### config.mk
export PLATFORM = sky130hd
export DESIGN_NAME = mem_copy_engine
export DESIGN_NICKNAME = d
export VERILOG_FILES = /design/src/rtl/mem_copy_engine_pkg.sv /design/src/rtl/mem_copy_engine.sv
export SDC_FILE = /design/constraint.sdc
export NUM_CORES = 1
export LEC_CHECK = 0
export CORE_MARGIN = 4
export CORE_UTILIZATION = 45
export CTS_CLUSTER_DIAMETER = 120
export CTS_CLUSTER_SIZE = 8
export DETAILED_ROUTE_END_ITERATION = 10
export PLACE_DENSITY = 0.72
export SYNTH_ARGS = -nofsm -noshare
export SYNTH_HDL_FRONTEND = slang
export SYNTH_SLANG_ARGS = --single-unit
### constraint.sdc
create_clock -name clock -period 4.08 [get_ports clock]
set_input_delay 0.408 -clock clock [delete_from_list [all_inputs] [get_ports clock]]
set_output_delay 0.408 -clock clock [all_outputs]
set_load 0.05 [all_outputs]
### src/rtl/mem_copy_engine_pkg.sv
// Shared types and width defaults for the memory copy engine.
// Holds the FSM state enum and the default bus widths.
package mem_copy_engine_pkg;

  localparam int DEF_ADDR_WIDTH = 16;
  localparam int DEF_DATA_WIDTH = 16;

  typedef enum logic [2:0] {
    IDLE,
    READ,
    CAPTURE,
    WRITE,
    DONE
  } state_t;

endpackage

### src/rtl/mem_copy_engine.sv
// Bus initiator copying a block of words over the shared data bus.
// Ports: clock/reset_n, start+src_base/dst_base/length command,
// busy/done status, bus_request/bus_grant arbitration, and the
// mem_address/mem_write_data/mem_write_enable/mem_read_data bus.
module mem_copy_engine
  import mem_copy_engine_pkg::*;
#(
  parameter int ADDR_WIDTH = DEF_ADDR_WIDTH,
  parameter int DATA_WIDTH = DEF_DATA_WIDTH
) (
  input  logic                  clock,
  input  logic                  reset_n,
  input  logic                  start,
  input  logic [ADDR_WIDTH-1:0] src_base,
  input  logic [ADDR_WIDTH-1:0] dst_base,
  input  logic [ADDR_WIDTH-1:0] length,
  output logic                  busy,
  output logic                  done,
  output logic                  bus_request,
  input  logic                  bus_grant,
  output logic [ADDR_WIDTH-1:0] mem_address,
  output logic [DATA_WIDTH-1:0] mem_write_data,
  output logic                  mem_write_enable,
  input  logic [DATA_WIDTH-1:0] mem_read_data
);

  state_t state, state_n;

  logic [ADDR_WIDTH-1:0] src_ptr, src_n;
  logic [ADDR_WIDTH-1:0] dst_ptr, dst_n;
  logic [ADDR_WIDTH-1:0] remaining, rem_n;
  logic [DATA_WIDTH-1:0] data_reg, data_n;

  logic                  busy_q, busy_n;
  logic                  done_q, done_n;
  logic [ADDR_WIDTH-1:0] addr_q, addr_n;
  logic [DATA_WIDTH-1:0] wdata_q, wdata_n;

  always_ff @(posedge clock or negedge reset_n) begin
    if (!reset_n) begin
      state     <= IDLE;
      src_ptr   <= '0;
      dst_ptr   <= '0;
      remaining <= '0;
      data_reg  <= '0;
      busy_q    <= 1'b0;
      done_q    <= 1'b0;
      addr_q    <= '0;
      wdata_q   <= '0;
    end else begin
      state     <= state_n;
      src_ptr   <= src_n;
      dst_ptr   <= dst_n;
      remaining <= rem_n;
      data_reg  <= data_n;
      busy_q    <= busy_n;
      done_q    <= done_n;
      addr_q    <= addr_n;
      wdata_q   <= wdata_n;
    end
  end

  always_comb begin
    state_n = state;
    src_n   = src_ptr;
    dst_n   = dst_ptr;
    rem_n   = remaining;
    data_n  = data_reg;
    unique case (state)
      IDLE: begin
        if (start) begin
          src_n   = src_base;
          dst_n   = dst_base;
          rem_n   = length;
          state_n = (length != '0) ? READ : DONE;
        end
      end
      READ: begin
        if (bus_grant) state_n = CAPTURE;
      end
      CAPTURE: begin
        // read was issued under grant last cycle
        data_n  = mem_read_data;
        state_n = WRITE;
      end
      WRITE: begin
        if (bus_grant) begin
          src_n   = src_ptr + ADDR_WIDTH'(1);
          dst_n   = dst_ptr + ADDR_WIDTH'(1);
          rem_n   = remaining - ADDR_WIDTH'(1);
          state_n = (remaining != ADDR_WIDTH'(1)) ? READ : DONE;
        end
      end
      DONE: begin
        state_n = IDLE;
      end
    endcase
  end

  // Outputs are registered from the upcoming state so the
  // bus sees clean values for the whole cycle.
  always_comb begin
    busy_n  = (state_n == READ) || (state_n == CAPTURE) ||
              (state_n == WRITE);
    done_n  = (state_n == DONE);
    addr_n  = '0;
    wdata_n = '0;
    if (state_n == READ) begin
      addr_n = src_n;
    end else if (state_n == WRITE) begin
      addr_n  = dst_n;
      wdata_n = data_n;
    end
  end

  assign busy             = busy_q;
  assign bus_request      = busy_q;
  assign done             = done_q;
  assign mem_address      = addr_q;
  assign mem_write_data   = wdata_q;
  assign mem_write_enable = (state == WRITE) && bus_grant;

endmodule
## Word-level counts from Yosys, hierarchy flattened

Index checks and enable logic that the tools add are counted.

| storage, ports and cells | value |
|---|---|
| flip-flop bits (word level) | 101 |
| bits in latches | 0 |
| bits in writable memories | 0 |
| bits in read-only memories | 0 |
| logic and storage cells | 50 |
| memories kept | 0 |

| cells by class | value |
|---|---|
| add/sub/neg operators | 3 |
| multipliers | 0 |
| divide/modulo/power cells | 0 |
| $lt $le $gt $ge | 0 |
| equal/unequal tests | 11 |
| shift operators | 0 |
| multiplexer cells | 20 |
| bitwise logic cells | 0 |
| reduce and logical (&&, ||, !) cells | 7 |

Operator list:

| kind | count |
|---|---|
| two-way mux 16 bit | 11 |
| one-hot mux 16 bit (2 select lines) | 3 |
| adder 16 x 1 -> 16 bit, second input constant | 2 |
| inequality test 16 x 1 -> 1 bit, second input constant | 1 |
| nonzero test 16 bit | 1 |
| subtractor 16 x 1 -> 16 bit, second input constant | 1 |
| two-way mux 3 bit | 5 |
| one-hot mux 3 bit (5 select lines) | 1 |
| == test 3 x 2 -> 1 bit, second input constant | 4 |
| == test 3 x 1 -> 1 bit, second input constant | 2 |
| == test 3 bit, second input constant | 2 |
| inequality test 2 bit, second input constant | 2 |
| zero test 3 bit | 1 |
| AND reduction 3 bit | 1 |
| logical OR 1 bit | 2 |
| nonzero test 2 bit | 1 |
| logical AND 1 bit | 1 |

## Longest topological paths before layout

Gate-level depths: netlist of the first run.

| depth | value |
|---|---|
| word-level depth | 7 |
| gate-level depth with buffers | 10 |

## Worst setup path after synthesis of the first run

OpenSTA, ideal clock, no wires.

| timing | value |
|---|---|
| path type | input to register |
| start point | in length[0] |
| end point | reg addr_q[10] (netlist: mem_address[10]) |
| setup time | 121 ps |
| arrival time | 2,096 ps |
| path slack | 1,863 ps |
| stages on the path | 8 |
| path buffers | 2 |
| cell sequence | or4_1 > a2111oi_0 > and4_1 > a311oi_1 > and3_1 > buf_6 > buf_6 > a22o_1 |

| on the way | value |
|---|---|
| word-level cells in the longest chain between the ends | 7 |

Ends and longest elaborated chain:

| element | RTL line | text |
|---|---|---|
| start, declared | mem_copy_engine.sv:16 | `input logic [ADDR_WIDTH-1:0] length,` |
| nonzero test 16 bit * | mem_copy_engine.sv:75 | `state_n = (length != '0) ? READ : DONE;` |
| two-way mux 3 bit * | mem_copy_engine.sv:75 |  |
| two-way mux 3 bit * | mem_copy_engine.sv:71 | `if (start) begin` |
| one-hot mux 3 bit (5 select lines) * | mem_copy_engine.sv:69 | `unique case (state)` |
| via state_n[0] | mem_copy_engine.sv:27 | `state_t state, state_n;` |
| == test 3 x 2 -> 1 bit | mem_copy_engine.sv:110 | `end else if (state_n == WRITE) begin` |
| two-way mux 16 bit | mem_copy_engine.sv:110 |  |
| two-way mux 16 bit * | mem_copy_engine.sv:108 | `if (state_n == READ) begin` |
| via addr_n[10] | mem_copy_engine.sv:36 | `logic [ADDR_WIDTH-1:0] addr_q, addr_n;` |
| end signal, assigned | mem_copy_engine.sv:58 | `addr_q <= addr_n;` |
| end, declared | mem_copy_engine.sv:36 |  |

Mark *: on every way through the listed nets, which the timed path passes. The rest lies on a longest branch.
A chain may end at the register's enable or synchronous reset.

## Final worst setup path of the first run

| timing | value |
|---|---|
| start point | in bus_grant |
| end point | out mem_write_enable |

| on the way | value |
|---|---|
| word-level cells in the longest chain between the ends | 1 |

Ends and longest elaborated chain:

| element | RTL line | text |
|---|---|---|
| start, declared | mem_copy_engine.sv:20 | `input logic bus_grant,` |
| logical AND 1 bit | mem_copy_engine.sv:121 | `assign mem_write_enable = (state == WRITE) && bus_grant;` |
| end, declared | mem_copy_engine.sv:23 | `output logic mem_write_enable,` |

Every way passes these cells.

==> results.ini, run 1 <==
[cts]
cts_resized=0
cts_root_buffer=clkbuf_8
cts_tree=yes
hold_buffers=0
cts.sinks=101
cts_max_level=3
clk_latency_ns=0.36
clk_pin_slew_ns=0.11
cts_setup_buffers=0
cts_made_buffers=9
clockBufferDepth=2

[sta]
finalSetupTns_ns=0
min_period_ns=2.89
tightest_slew_ns=0.919
timing.slew.headroom=0.387
max_freq_ghz=0.346
final_hold_viol_count=0
period_share=0.708
slew_viol_final=0
setup_viol=0
rsz0062_at_grt=no
skew_ns=0.0135
setup_slack_ns=1.19
hold_ws_ns=0.168

[floorplan]
dieWidth_um=111
die_h_um=111
die_area_mm2=0.0124
rows=37
core-area_mm2=0.0104
pin_count=104
start_util=0.465

[synth]
synth_fp_nets=559
avgSynthCellArea_um2=9.89
yosys-top-cells-count=101 x dfrtp_1, 58 x nand2_1, 37 x nor2_1
ys_seq_elements=101
synth_warnings=0
synth_most_common_cell=dfrtp_1
synthTopCellsByArea=dfrtp_1 52%, nand2_1 4.5%, mux2_2 3.7%
synthMuxAreaShare=0.0395
synth_top_area_frac=0.525
yosys_most_used_dff=dfrtp_1
ys_types=52
synth_edf_count=0
synthArstFlopShare=1.00
synthAdderAreaFrac=0.0104
synth_compound_area_frac=0.198
synth-simple-area-share=0.191
synth_top_area_cell=dfrtp_1
yosysSeqAreaShare=0.525
synth_top_family_by_area=compound AO/OA/AOI/OAI gates
synth_cells=487
synth_xor_area_frac=0.00182
syn-cell-area_mm2=0.00482

[power]
peakVddDrop_uv=287
powerDensity_mw_per_mm2=751
power_leakage_nw=2.51

[critical_path]
r2r_start=remaining[0]
critical_path_required_ns=3.67
path_cells=clkdlybuf4s50_1 -> nand2_1 -> inv_1 -> clkdlybuf4s50_1
worstSetupPathType=input port to output pin
max_stage_delay_ns=0.85
cp-end-kind=output pin
start_kind=input port
crit_top_cell=clkdlybuf4s50_1
reg2reg_to=remaining[14]
reg2reg_depth=8
worstPathArrival_ns=2.48
crit_fanout=12
crit_slowest_cell=clkdlybuf4s50_1
regToRegSetupSlack_ns=1.38

[drt]
drt_iter0_markers=257
drt-pass1-iter-count=5
drcViolationCount=0
finalWirelength_um=12400
met3_length_um=974
routed_via_density=5.77
wl_per_cell_um=17.1
dr_wl_met2_um=6040
drt-met1-wl_um=5210
antenna_left=0
vias=4176
highest_layer=met4

[place]
dp_slack_ns=1.11
portBuffers=103
gp_congestion=0.858
dp_hpwl_um=8790
dp.cells=708

[global_route]
grt_pass1_vias=4225
antenna_found_initial=0
grtUsageTotal=0.206
grt_start_max_net_pins=73
grt_first_pass_wirelength_um=20900
grt-ovfl-total=0

[cells_and_area]
fin_nets=655
drive_above_1_share=0.0748
nFillCells=925
n_antenna_cell=0
instances_no_fill=724
multi_input_area_mm2=0.00213
syn_to_final_growth_pct=27.6
seq_area_mm2=0.00253

[job]
max_cap_violations=0

[hold_path]
hp-class=input port to asynchronous set/reset pin

[outcome]
status=complete, no violations

==> cell type report <==
type,count,share of cell area
Clock inverter,6,0.00855
Clock buffer,10,0.0224
Inverter,13,0.00794
Multi-Input combinational cell,348,0.346
Tap cell,136,0.0277
Sequential cell,101,0.411
Timing Repair Buffer,110,0.176
==> kinds of logic after synthesis <==
family	after synthesis
adder cells (fa/ha/maj)	4
XOR/XNOR	1
buffers and inverters	38
multiplexers	17
AND/OR/NAND/NOR	188
AO/OA/AOI/OAI	138
flip-flops	101
==> power breakdown <==
part	switching, mW	internal, mW
clock network	0.369	0.250
logic	1.38	0.848
registers	0.336	1.43
total	2.09	2.53
==> worst max-delay path: cells and delay by family <==
family | cells | cell delay (ns)
buffers and inverters | 3 | 1.79
AND/OR/NAND/NOR | 1 | 0.27
==> per-stage QoR <==
step,util,area [µm²],power [mW]
2_1_floorplan,-,4820,3.31
3_5_place_dp,0.574,5960,4.02
6_report,0.593,6150,4.62
4_1_cts,0.593,6150,4.64
5_1_grt,0.593,6150,4.95
3_3_place_gp,0.574,5960,3.95
==> how the worst max path moves through the flow <==
| stage | cells past startpoint | to | start | slack, ns |
|---|---|---|---|---|
| after floorplan | 8 | mem_address[10] | length[0] | 1.86 |
| after global placement | 7 | mem_address[14] | length[0] | 1.18 |
| after detailed placement | 7 | mem_address[8] | length[0] | 1.11 |
| after CTS | 4 | mem_write_enable | bus_grant | 1.20 |
| after global routing | 4 | mem_write_enable | bus_grant | 1.07 |
| final | 4 | mem_write_enable | bus_grant | 1.19 |
==> placed cells by master (no fill, tap or decap), drive strengths merged, types with 7 or more instances in the layout <==
cell type / Yosys / layout
inv: 13 / 17
a31oi: 8 / 8
o21ai: 32 / 32
clkdlybuf4s50: 0 / 102
and2: 16 / 16
nor4: 11 / 11
nor3: 15 / 15
clkbuf: 14 / 10
buf: 11 / 8
nand2: 58 / 58
o211ai: 14 / 14
dfrtp: 101 / 101
a21oi: 23 / 23
nand3: 18 / 18
mux2: 16 / 16
nor2: 37 / 37
a22o: 17 / 17
a221o: 12 / 12
nand4: 7 / 7
==> layer usage <==
metal / GRT usage / vias up
met1: 0.269 / 2007
met4: 0.0527 / 0
met5: 0 / -
met2: 0.338 / 166
met3: 0.0603 / 13
li1: - / 1990
Power figures use the tool's default switching activity.
==> run 2, diff against run 1 <==
--- a/config.mk
+++ b/config.mk
@@ -10,7 +10,7 @@
 export CTS_CLUSTER_DIAMETER = 120
 export CTS_CLUSTER_SIZE = 8
 export DETAILED_ROUTE_END_ITERATION = 10
-export PLACE_DENSITY = 0.72
+export PLACE_DENSITY = 0.75
 export SYNTH_ARGS = -nofsm -noshare
 export SYNTH_HDL_FRONTEND = slang
 export SYNTH_SLANG_ARGS = --single-unit
==> constraint.sdc (replaced) <==
create_clock -name clock -period 2.3 [get_ports clock]
set_input_delay 0.23 -clock clock [delete_from_list [all_inputs] [get_ports clock]]
set_output_delay 0.23 -clock clock [all_outputs]
set_load 0.05 [all_outputs]
==> results.ini, run 2 (synthesized netlist as in run 1, its figures left out) <==
[cells_and_area]
syn_to_final_growth_pct=34.7
final_core_util=0.626
nFillCells=887
seq_area_mm2=0.00253
fin_nets=689
instances_no_fill=758
multi_input_area_mm2=0.00216
n_antenna_cell=0
drive_above_1_share=0.132
layout_common_cells=101 x dfrtp_1, 101 x clkdlybuf4s50_1, 58 x nand2_1, 38 x buf_4, 35 x nor2_1

[floorplan]
dieWidth_um=111
die_area_mm2=0.0124
core-area_mm2=0.0104
die_h_um=111
pin_count=104
start_util=0.465
rows=37

[hold_path]
hp-class=input port to asynchronous set/reset pin

[cts]
cts_made_buffers=9
clockBufferDepth=2
cts.sinks=101
cts_root_buffer=clkbuf_8
cts_max_level=3
clk_pin_slew_ns=0.11
cts_tree=yes
cts_setup_buffers=0
clk_latency_ns=0.37

[global_route]
grtUsageTotal=0.205
grt_first_pass_wirelength_um=21300
antenna_found_initial=0
grt-ovfl-total=0
grt_pass1_vias=4360
grt_start_max_net_pins=76

[drt]
drt-pass1-iter-count=5
drcViolationCount=0
antenna_left=0
vias=4398
drt_iter0_markers=246
finalWirelength_um=12800
routed_via_density=5.80
wl_per_cell_um=16.9

[power]
powerDensity_mw_per_mm2=1320
p_total_mw=8.57
power_leakage_nw=2.70
peakVddDrop_uv=627

[sta]
setup_viol=0
timing.slew.headroom=0.649
tightest_slew_ns=0.525
final_hold_viol_count=0
min_period_ns=2.22
max_freq_ghz=0.450
skew_ns=0.0165
hold_ws_ns=0.319
setup_slack_ns=0.0787
slew_viol_final=0
period_share=0.966

[place]
dp_hpwl_um=9330
dp.cells=741
portBuffers=103
gp_congestion=0.857
dp_slack_ns=-0.280

[critical_path]
crit_fanout=3
worstSetupPathType=flop to flop
crit_slowest_cell=or3b_2
worstPathArrival_ns=2.46
critical_path_required_ns=2.54
max_stage_delay_ns=0.49
start_kind=flop
path_cells=inv_1 -> ha_1 -> or3b_2 -> nor3_2 -> nand3_2 -> buf_4 -> o32ai_1 -> a21oi_1
cp-end-kind=flop

[job]
max_cap_violations=0

[outcome]
status=complete, no violations

[run 2: changes by cell type in the layout (fill, tap and decap cells not counted), sizes merged]
cell | previous run | this run
clkbuf | 10 | 11
clkinvlp | 2 | 0
clkdlybuf4s50 | 102 | 101
clkinv | 0 | 3
buf | 8 | 42
inv | 17 | 15
dlygate4sd3 | 0 | 1
[run 2: metal layers]
metal / global-route usage / vias to the layer above / part of all wire
met4: 0.0560 / 0 / 0.014
met2: 0.339 / 179 / 0.49
met1: 0.276 / 2127 / 0.42
met5: 0 / - / 0
met3: 0.0440 / 19 / 0.069
li1: - / 2073 / -
[run 2: cell type report]
class                      count  share of cell area
sequential                   101               0.389
multi-input combinational    348               0.333
timing repair buffer         144               0.214
tap                          136              0.0262
clock buffer                  11              0.0218
clock inverter                 5             0.00829
inverter                      13             0.00752
[run 2: critical path, delay by kind of cell (launching register included)]
| family | cells | cell delay (ns) |
|---|---|---|
| AOI/OAI and AO/OA | 2 | 0.36 |
| adders and majority gates | 1 | 0.20 |
| buffers and inverters | 2 | 0.26 |
| DFF | 1 | 0.41 |
| and+or+nand+nor | 3 | 0.88 |
[run 2: final timing paths]
| kind | startpoint | endpoint | slack, ns | cells after the start |
|---|---|---|---|---|
| setup / recovery | remaining[1] | remaining[12] | 0.08 | 8 |
| hold / removal | reset_n | mem_address[5] | 0.32 | 2 |
| setup reg to reg | remaining[1] | remaining[12] | 0.08 | 8 |
| hold reg to reg | data_reg[9] | data_reg[9] | 0.50 | 1 |
| max in group asynchronous | reset_n | mem_write_data[7] | 1.27 | 3 |
| min in group clock | mem_read_data[1] | data_reg[1] | 0.47 | 2 |
[run 2: report_power, final]
part           leakage (nW)  total [mW]  internal (mW)  switching [mW]
clock network        0.0988        1.11          0.449           0.665
logic                  1.33        4.35           1.77            2.58
registers              1.28        3.11           2.54           0.574
total                  2.70        8.57           4.76            3.82
[run 2: timing repair]
action / 4_1_cts / 5_1_grt
hold buffers: 1 / 0
endpoints found under the setup margin: 0 / 10
resized for setup: 0 / 7
endpoints found under the hold margin: 26 / 0
[run 2: through the flow]
step / TNS [ns] / cell area [µm²]
3_3_place_gp: -3.57 / 6250
6_report: 0 / 6490
2_1_floorplan: 0 / 4820
4_1_cts: 0 / 6460
5_1_grt: -0.0337 / 6490
3_5_place_dp: -4.31 / 6250
